**src/rtl/muldiv_if.sv**
```systemverilog
// muldiv_if: request/result bundle for the multi-cycle HI/LO unit.
//
// Handshake: the requester drives start with op/a/b. The unit samples them
// only while it is idle (busy=0); a start seen while busy is dropped. There
// is no backpressure on results: done is a one-cycle pulse and hi/lo/dz are
// valid in that cycle. After done, hi/lo hold until the next accepted start.
//
// Signals: start, op[1:0], a, b  (requester -> unit)
//          busy, done, hi, lo, dz (unit -> requester)
interface muldiv_if #(
  parameter int WIDTH = 32
);
  logic             start;
  logic [1:0]       op;
  logic [WIDTH-1:0] a;
  logic [WIDTH-1:0] b;
  logic             busy;
  logic             done;
  logic [WIDTH-1:0] hi;
  logic [WIDTH-1:0] lo;
  logic             dz;

  modport master (output start, op, a, b, input busy, done, hi, lo, dz);
  modport slave  (input start, op, a, b, output busy, done, hi, lo, dz);
endinterface

```
**src/rtl/muldiv_sequencer.sv**
```systemverilog
// muldiv_sequencer: multi-cycle HI/LO unit for MULTU/MULT/DIVU/DIV.
// One ripple adder is time-shared by a fixed sequence of states:
//   IDLE -> PRE_A -> PRE_B -> ITER x WIDTH -> POST_LO -> POST_HI -> DONE -> IDLE
// giving a fixed latency of 37 cycles from the start sample to done.
//
// Ports:
//   clk        rising-edge clock
//   reset      asynchronous active-high reset, forces IDLE and clears state
//   bus        muldiv_if slave (start/op/a/b in; busy/done/hi/lo/dz out)
//   dbg_state  current FSM state encoding, for observation only
module muldiv_sequencer #(
  parameter int WIDTH = 32
) (
  input  logic       clk,
  input  logic       reset,
  muldiv_if.slave    bus,
  output logic [2:0] dbg_state
);
  localparam int CW = $clog2(WIDTH);

  typedef enum logic [2:0] {
    S_IDLE, S_PRE_A, S_PRE_B, S_ITER, S_POST_LO, S_POST_HI, S_DONE
  } state_t;

  state_t state, state_n;

  logic [WIDTH-1:0] a_reg, b_reg, m_reg, hi_r, lo_r;
  logic [1:0]       op_reg;
  logic [CW-1:0]    cnt;
  logic             neg_p, neg_q, neg_r, c_r, dz_r;
  logic             busy_c, done_c;

  // Shared adder
  logic [WIDTH-1:0] add_a, add_b, y;
  logic             cin, cout;

  logic             is_div, is_signed, neg_a, neg_b;
  logic [WIDTH-1:0] rem_sh;

  assign is_div    = op_reg[1];
  assign is_signed = op_reg[0];
  assign neg_a     = is_signed & a_reg[WIDTH-1];
  assign neg_b     = is_signed & b_reg[WIDTH-1];
  // Partial remainder shifted left by one; the bit shifted out of hi is the
  // 33rd bit of the trial subtraction.
  assign rem_sh    = {hi_r[WIDTH-2:0], lo_r[WIDTH-1]};

  // FSM state register
  always_ff @(posedge clk or posedge reset) begin
    if (reset) state <= S_IDLE;
    else       state <= state_n;
  end

  // FSM next state and status outputs
  always_comb begin
    state_n = state;
    busy_c  = 1'b1;
    done_c  = 1'b0;
    case (state)
      S_IDLE: begin
        busy_c = 1'b0;
        if (bus.start) state_n = S_PRE_A;
      end
      S_PRE_A:   state_n = S_PRE_B;
      S_PRE_B:   state_n = S_ITER;
      S_ITER:    if (cnt == CW'(WIDTH - 1)) state_n = S_POST_LO;
      S_POST_LO: state_n = S_POST_HI;
      S_POST_HI: state_n = S_DONE;
      S_DONE: begin
        done_c  = 1'b1;
        state_n = S_IDLE;
      end
      default:   state_n = S_IDLE;
    endcase
  end

  // Adder operand selection, owned entirely by the current state
  always_comb begin
    add_a = '0;
    add_b = '0;
    cin   = 1'b0;
    case (state)
      S_PRE_A: begin
        add_a = neg_a ? ~a_reg : a_reg;
        cin   = neg_a;
      end
      S_PRE_B: begin
        add_a = neg_b ? ~b_reg : b_reg;
        cin   = neg_b;
      end
      S_ITER: begin
        if (is_div) begin
          add_a = rem_sh;
          add_b = ~m_reg;
          cin   = 1'b1;
        end else begin
          add_a = hi_r;
          add_b = lo_r[0] ? m_reg : '0;
        end
      end
      S_POST_LO: begin
        add_a = ~lo_r;
        cin   = 1'b1;
      end
      S_POST_HI: begin
        add_a = ~hi_r;
        // Mult negates the full 64-bit product, so hi takes lo's carry.
        cin   = is_div ? 1'b1 : c_r;
      end
      default: ;
    endcase
    {cout, y} = {1'b0, add_a} + {1'b0, add_b} + {{WIDTH{1'b0}}, cin};
  end

  // Datapath registers
  always_ff @(posedge clk or posedge reset) begin
    if (reset) begin
      a_reg  <= '0;
      b_reg  <= '0;
      m_reg  <= '0;
      hi_r   <= '0;
      lo_r   <= '0;
      op_reg <= '0;
      cnt    <= '0;
      neg_p  <= 1'b0;
      neg_q  <= 1'b0;
      neg_r  <= 1'b0;
      c_r    <= 1'b0;
      dz_r   <= 1'b0;
    end else begin
      case (state)
        S_IDLE: begin
          if (bus.start) begin
            a_reg  <= bus.a;
            b_reg  <= bus.b;
            op_reg <= bus.op;
            dz_r   <= bus.op[1] & (bus.b == '0);
          end
        end
        S_PRE_A: begin
          hi_r <= '0;
          if (is_div) lo_r  <= y;   // dividend
          else        m_reg <= y;   // multiplicand
        end
        S_PRE_B: begin
          if (is_div) m_reg <= y;   // divisor
          else        lo_r  <= y;   // multiplier
          neg_p <= is_signed & ~is_div & (a_reg[WIDTH-1] ^ b_reg[WIDTH-1]);
          neg_q <= is_signed &  is_div & (a_reg[WIDTH-1] ^ b_reg[WIDTH-1]);
          neg_r <= is_signed &  is_div &  a_reg[WIDTH-1];
          cnt   <= '0;
        end
        S_ITER: begin
          cnt <= cnt + 1'b1;
          if (is_div) begin
            // Restoring step: subtract when the shifted remainder >= divisor,
            // either because it overflowed 32 bits or the subtraction carried.
            if (hi_r[WIDTH-1] | cout) begin
              hi_r <= y;
              lo_r <= {lo_r[WIDTH-2:0], 1'b1};
            end else begin
              hi_r <= rem_sh;
              lo_r <= {lo_r[WIDTH-2:0], 1'b0};
            end
          end else begin
            {hi_r, lo_r} <= {cout, y, lo_r[WIDTH-1:1]};
          end
        end
        S_POST_LO: begin
          c_r <= cout;
          if (dz_r)                                   lo_r <= '1;
          else if ((~is_div & neg_p) | (is_div & neg_q)) lo_r <= y;
        end
        S_POST_HI: begin
          if (dz_r)                                   hi_r <= a_reg;
          else if ((~is_div & neg_p) | (is_div & neg_r)) hi_r <= y;
        end
        default: ;
      endcase
    end
  end

  assign bus.busy  = busy_c;
  assign bus.done  = done_c;
  assign bus.hi    = hi_r;
  assign bus.lo    = lo_r;
  assign bus.dz    = dz_r;
  assign dbg_state = state;
endmodule

```
**src/flat_wrapper.sv**
```systemverilog
// flat-port wrapper written by rule: the top's interface ports become plain ports
module muldiv_sequencer_flat 
#(
  parameter int WIDTH = 32
)
  (clk, reset, dbg_state, bus_start, bus_op, bus_a, bus_b, bus_busy, bus_done, bus_hi, bus_lo, bus_dz);
  muldiv_if #(.WIDTH(WIDTH)) bus_i ();
  input  logic clk;
  input  logic reset;
  output logic [2:0] dbg_state;
  input wire logic [$bits(bus_i.start)-1:0] bus_start;
  input wire logic [$bits(bus_i.op)-1:0] bus_op;
  input wire logic [$bits(bus_i.a)-1:0] bus_a;
  input wire logic [$bits(bus_i.b)-1:0] bus_b;
  output wire logic [$bits(bus_i.busy)-1:0] bus_busy;
  output wire logic [$bits(bus_i.done)-1:0] bus_done;
  output wire logic [$bits(bus_i.hi)-1:0] bus_hi;
  output wire logic [$bits(bus_i.lo)-1:0] bus_lo;
  output wire logic [$bits(bus_i.dz)-1:0] bus_dz;
  assign bus_i.start = bus_start;
  assign bus_i.op = bus_op;
  assign bus_i.a = bus_a;
  assign bus_i.b = bus_b;
  assign bus_busy = bus_i.busy;
  assign bus_done = bus_i.done;
  assign bus_hi = bus_i.hi;
  assign bus_lo = bus_i.lo;
  assign bus_dz = bus_i.dz;
  muldiv_sequencer #(.WIDTH(WIDTH)) u_core (.clk(clk), .reset(reset), .bus(bus_i), .dbg_state(dbg_state));
endmodule
```
**config.mk**
```make
export PLATFORM = sky130hd
export DESIGN_NAME = muldiv_sequencer_flat
export DESIGN_NICKNAME = d
export VERILOG_FILES = /design/src/rtl/muldiv_if.sv /design/src/rtl/muldiv_sequencer.sv /design/src/flat_wrapper.sv
export SDC_FILE = /design/constraint.sdc
export NUM_CORES = 1
export LEC_CHECK = 0
export CORE_UTILIZATION = 53
export DETAILED_ROUTE_END_ITERATION = 8
export GPL_TIMING_DRIVEN = 1
export PLACE_DENSITY = 0.76
export SYNTH_ARGS = -nofsm -noshare
export SYNTH_HDL_FRONTEND = slang
export SYNTH_SLANG_ARGS = --single-unit
```
**constraint.sdc**
```tcl
create_clock -name clk -period 6.4 [get_ports clk]
set_input_delay 0.64 -clock clk [delete_from_list [all_inputs] [get_ports clk]]
set_output_delay 0.64 -clock clk [all_outputs]
set_load 0.03 [all_outputs]
```
==> results of run 1 <==
-- cells in the final DEF, fill, tap and decap left out, types with 14 or more instances in the layout --
cell type / instances
dfrtp_1: 174
nand2_1: 138
clkdlybuf4s50_1: 138
mux2_2: 118
o21ai_0: 105
mux2i_1: 105
nor2_1: 79
xnor2_1: 79
a21oi_1: 67
o22ai_1: 61
a221oi_1: 37
ha_1: 33
buf_4: 24
clkbuf_16: 17
a221o_1: 15
a21o_1: 14
-- cell type report --
cell class	instances	area [um2]
Tap cell	313	391.6
Timing Repair Buffer	164	1602
Multi-Input combinational cell	1037	7601
Clock buffer	18	429.2
Clock inverter	14	198.9
Inverter	14	57.56
Sequential cell	175	4383
Fill cell	1891	8115
-- layer usage --
layer | GRT usage | vias up | part of all wire
met4 | 0.1693 | 0 | 0.048
met2 | 0.5794 | 627 | 0.47
met1 | 0.4488 | 5531 | 0.40
met5 | 0 | - | 0
li1 | - | 5082 | -
met3 | 0.06602 | 145 | 0.082
-- cells by family (layout without fill, tap and decap cells) --
| kind of cell | Yosys count | after routing |
|---|---|---|
| AOI/OAI and AO/OA | 387 | 387 |
| and+or+nand+nor | 296 | 296 |
| muxes | 226 | 226 |
| DFF | 175 | 175 |
| buffers and inverters | 113 | 210 |
| xor gates and xnor gates | 93 | 93 |
| adders and majority gates | 35 | 35 |
-- through the flow --
step	hold slack (ps)	std cells	utilization	setup WS, ps
finish	493.0	1735	0.6437	670.8
global route	521.1	1735	0.6437	421.5
CTS	488.5	1735	0.6437	873.6
detailed placement	471.1	1703	0.6161	937.6
global placement	462.2	1703	0.6161	1021
floorplan	444.4	1325	-	1015
-- worst paths after layout --
check | startpoint | to | cells past startpoint
worst max-delay path | u_core.dbg_state[1]$_DFFE_PP0P_ | u_core.bus.hi[25]$_DFFE_PP0P_ | 17
worst min-delay path | u_core.neg_r$_DFFE_PP0N_ | u_core.neg_r$_DFFE_PP0N_ | 2
worst max register to register | u_core.dbg_state[1]$_DFFE_PP0P_ | u_core.bus.hi[25]$_DFFE_PP0P_ | 17
worst min register to register | u_core.neg_r$_DFFE_PP0N_ | u_core.neg_r$_DFFE_PP0N_ | 2
max in group asynchronous | reset | u_core.op_reg[1]$_DFFE_PP0P_ | 3
min in group asynchronous | reset | u_core.a_reg[3]$_DFFE_PP0P_ | 2
-- worst max-delay path: stages, from the launching register on --
cell	delay, ps
dfrtp_1	720
nand2_1	370
nor2_2	990
buf_4	370
a221oi_1	110
o21ai_0	110
ha_1	330
a21oi_1	310
o21ai_0	170
nand2_1	120
o211ai_2	100
a311oi_2	390
nor2_4	120
nor2_8	530
buf_4	300
mux2i_1	200
a211oi_1	80
a221o_1	280
==> flow_summary.json, run 1 <==
{
  "status": "finished, final reports clean",
  "fin_skew_ps": 14.75,
  "clk_latency_ps": 460,
  "routabilityCongestion": 1.003,
  "fp.coreArea_um2": 22780,
  "clk_pin_slew_worst_paths_ps": 80,
  "end_kind": "flop",
  "clockBufferDepth": 2,
  "synth_top_family_by_area": "compound AO/OA/AOI/OAI gates",
  "clkSinkCount": 175,
  "worst-r2r-setup-slack_ps": 670,
  "htreeDepth": 4,
  "drt-initial-drc-count": 1269,
  "netlist_instances": 1325,
  "synth-main-ff-cell": "dfrtp_1",
  "final_nets": 1513,
  "synth-simple-area-share": 0.1053,
  "num_rows": 55,
  "io_buffers": 138,
  "fin_crit_sh": 0.8952,
  "synth_xor_xnor_area_share": 0.06629,
  "placed_area_um2": 14030,
  "numCtsBuffers": 17,
  "num_vias": 11390,
  "cap_violations": 0,
  "async_reset_ff_frac": 1.000,
  "synthTopCellsByCount": "dfrtp_1, nand2_1, mux2_2",
  "grt_pass1_vias": 11160,
  "arrival_ps": 6060,
  "rsz0062_at_grt": "false",
  "ys_ff_latch": 175,
  "criticalPathCategory": "flop to flop",
  "slew_headroom": 0.2101,
  "worstMarginPinSlew_ps": 1184,
  "dieArea_um2": 24010,
  "track_usage": 0.3529,
  "io_pins": 139,
  "syn_to_final_growth_pct": 18.24,
  "ys_top_cells_by_area": "dfrtp_1, mux2_2, mux2i_1",
  "hpwl_mm": 28.68,
  "syn_nets": 1429,
  "fp.dieH_um": 155.0,
  "drtPass1Iterations": 8,
  "muxShareOfSynthArea": 0.1952,
  "worstPathMaxFanout": 27,
  "cts_hold_buffers": 0,
  "synth_warnings": 0,
  "drive_above_1_share": 0.1491,
  "finalHoldViolations": 0,
  "fin_tns_setup_ps": 0,
  "start_util": 0.5444,
  "start_kind": "flop",
  "wl_per_cell_um": 23.94,
  "seq_area_frac_synth": 0.3531,
  "fmaxAchievable_mhz": 174.5,
  "synth_compound_area_frac": 0.2054,
  "syn_avg_cell_area_um2": 9.359,
  "detail-route-antenna-nets": 0,
  "required_ps": 6730,
  "stdcell_area_um2": 14660,
  "drv_slew": 0,
  "drc": 0,
  "vias_per_cell": 6.562,
  "die_w_um": 155.0,
  "diodes": 0,
  "syn_area_um2": 12400,
  "min_period_ps": 5729,
  "post_cts_buffers": 0,
  "wl_mm": 41.54,
  "grt_start_max_net_pins": 75,
  "cts_tree": "done",
  "antenna_found_initial": 0,
  "synth-edff-count": 0,
  "post-synth-top-area-cell": "dfrtp_1",
  "synth_top_area_frac": 0.3531,
  "cts_root_buffer": "clkbuf_16",
  "cts.repair.resized": 0,
  "hold_path.class": "flop to flop",
  "final-setup-viol-count": 0,
  "synth_cell_types": 79,
  "grt_pass1_wl_mm": 64.84,
  "synth.most_common_cell": "dfrtp_1",
  "grt.overflow.total": 0,
  "synth_fa_ha_area_frac": 0.03653
}
Power of run 1 is not shown: default switching activity piles up to over one toggle a cycle in this logic, so the estimate is an artifact.
==> run 2, diff against run 1 <==
--- a/config.mk
+++ b/config.mk
@@ -7,7 +7,6 @@
 export LEC_CHECK = 0
 export CORE_UTILIZATION = 53
 export DETAILED_ROUTE_END_ITERATION = 8
-export GPL_TIMING_DRIVEN = 1
 export PLACE_DENSITY = 0.76
 export SYNTH_ARGS = -nofsm -noshare
 export SYNTH_HDL_FRONTEND = slang
==> results of run 2 <==
No change in the layout: final DEF, timing and power equal those of run 1.
Power of run 2 is left out for the same reason.
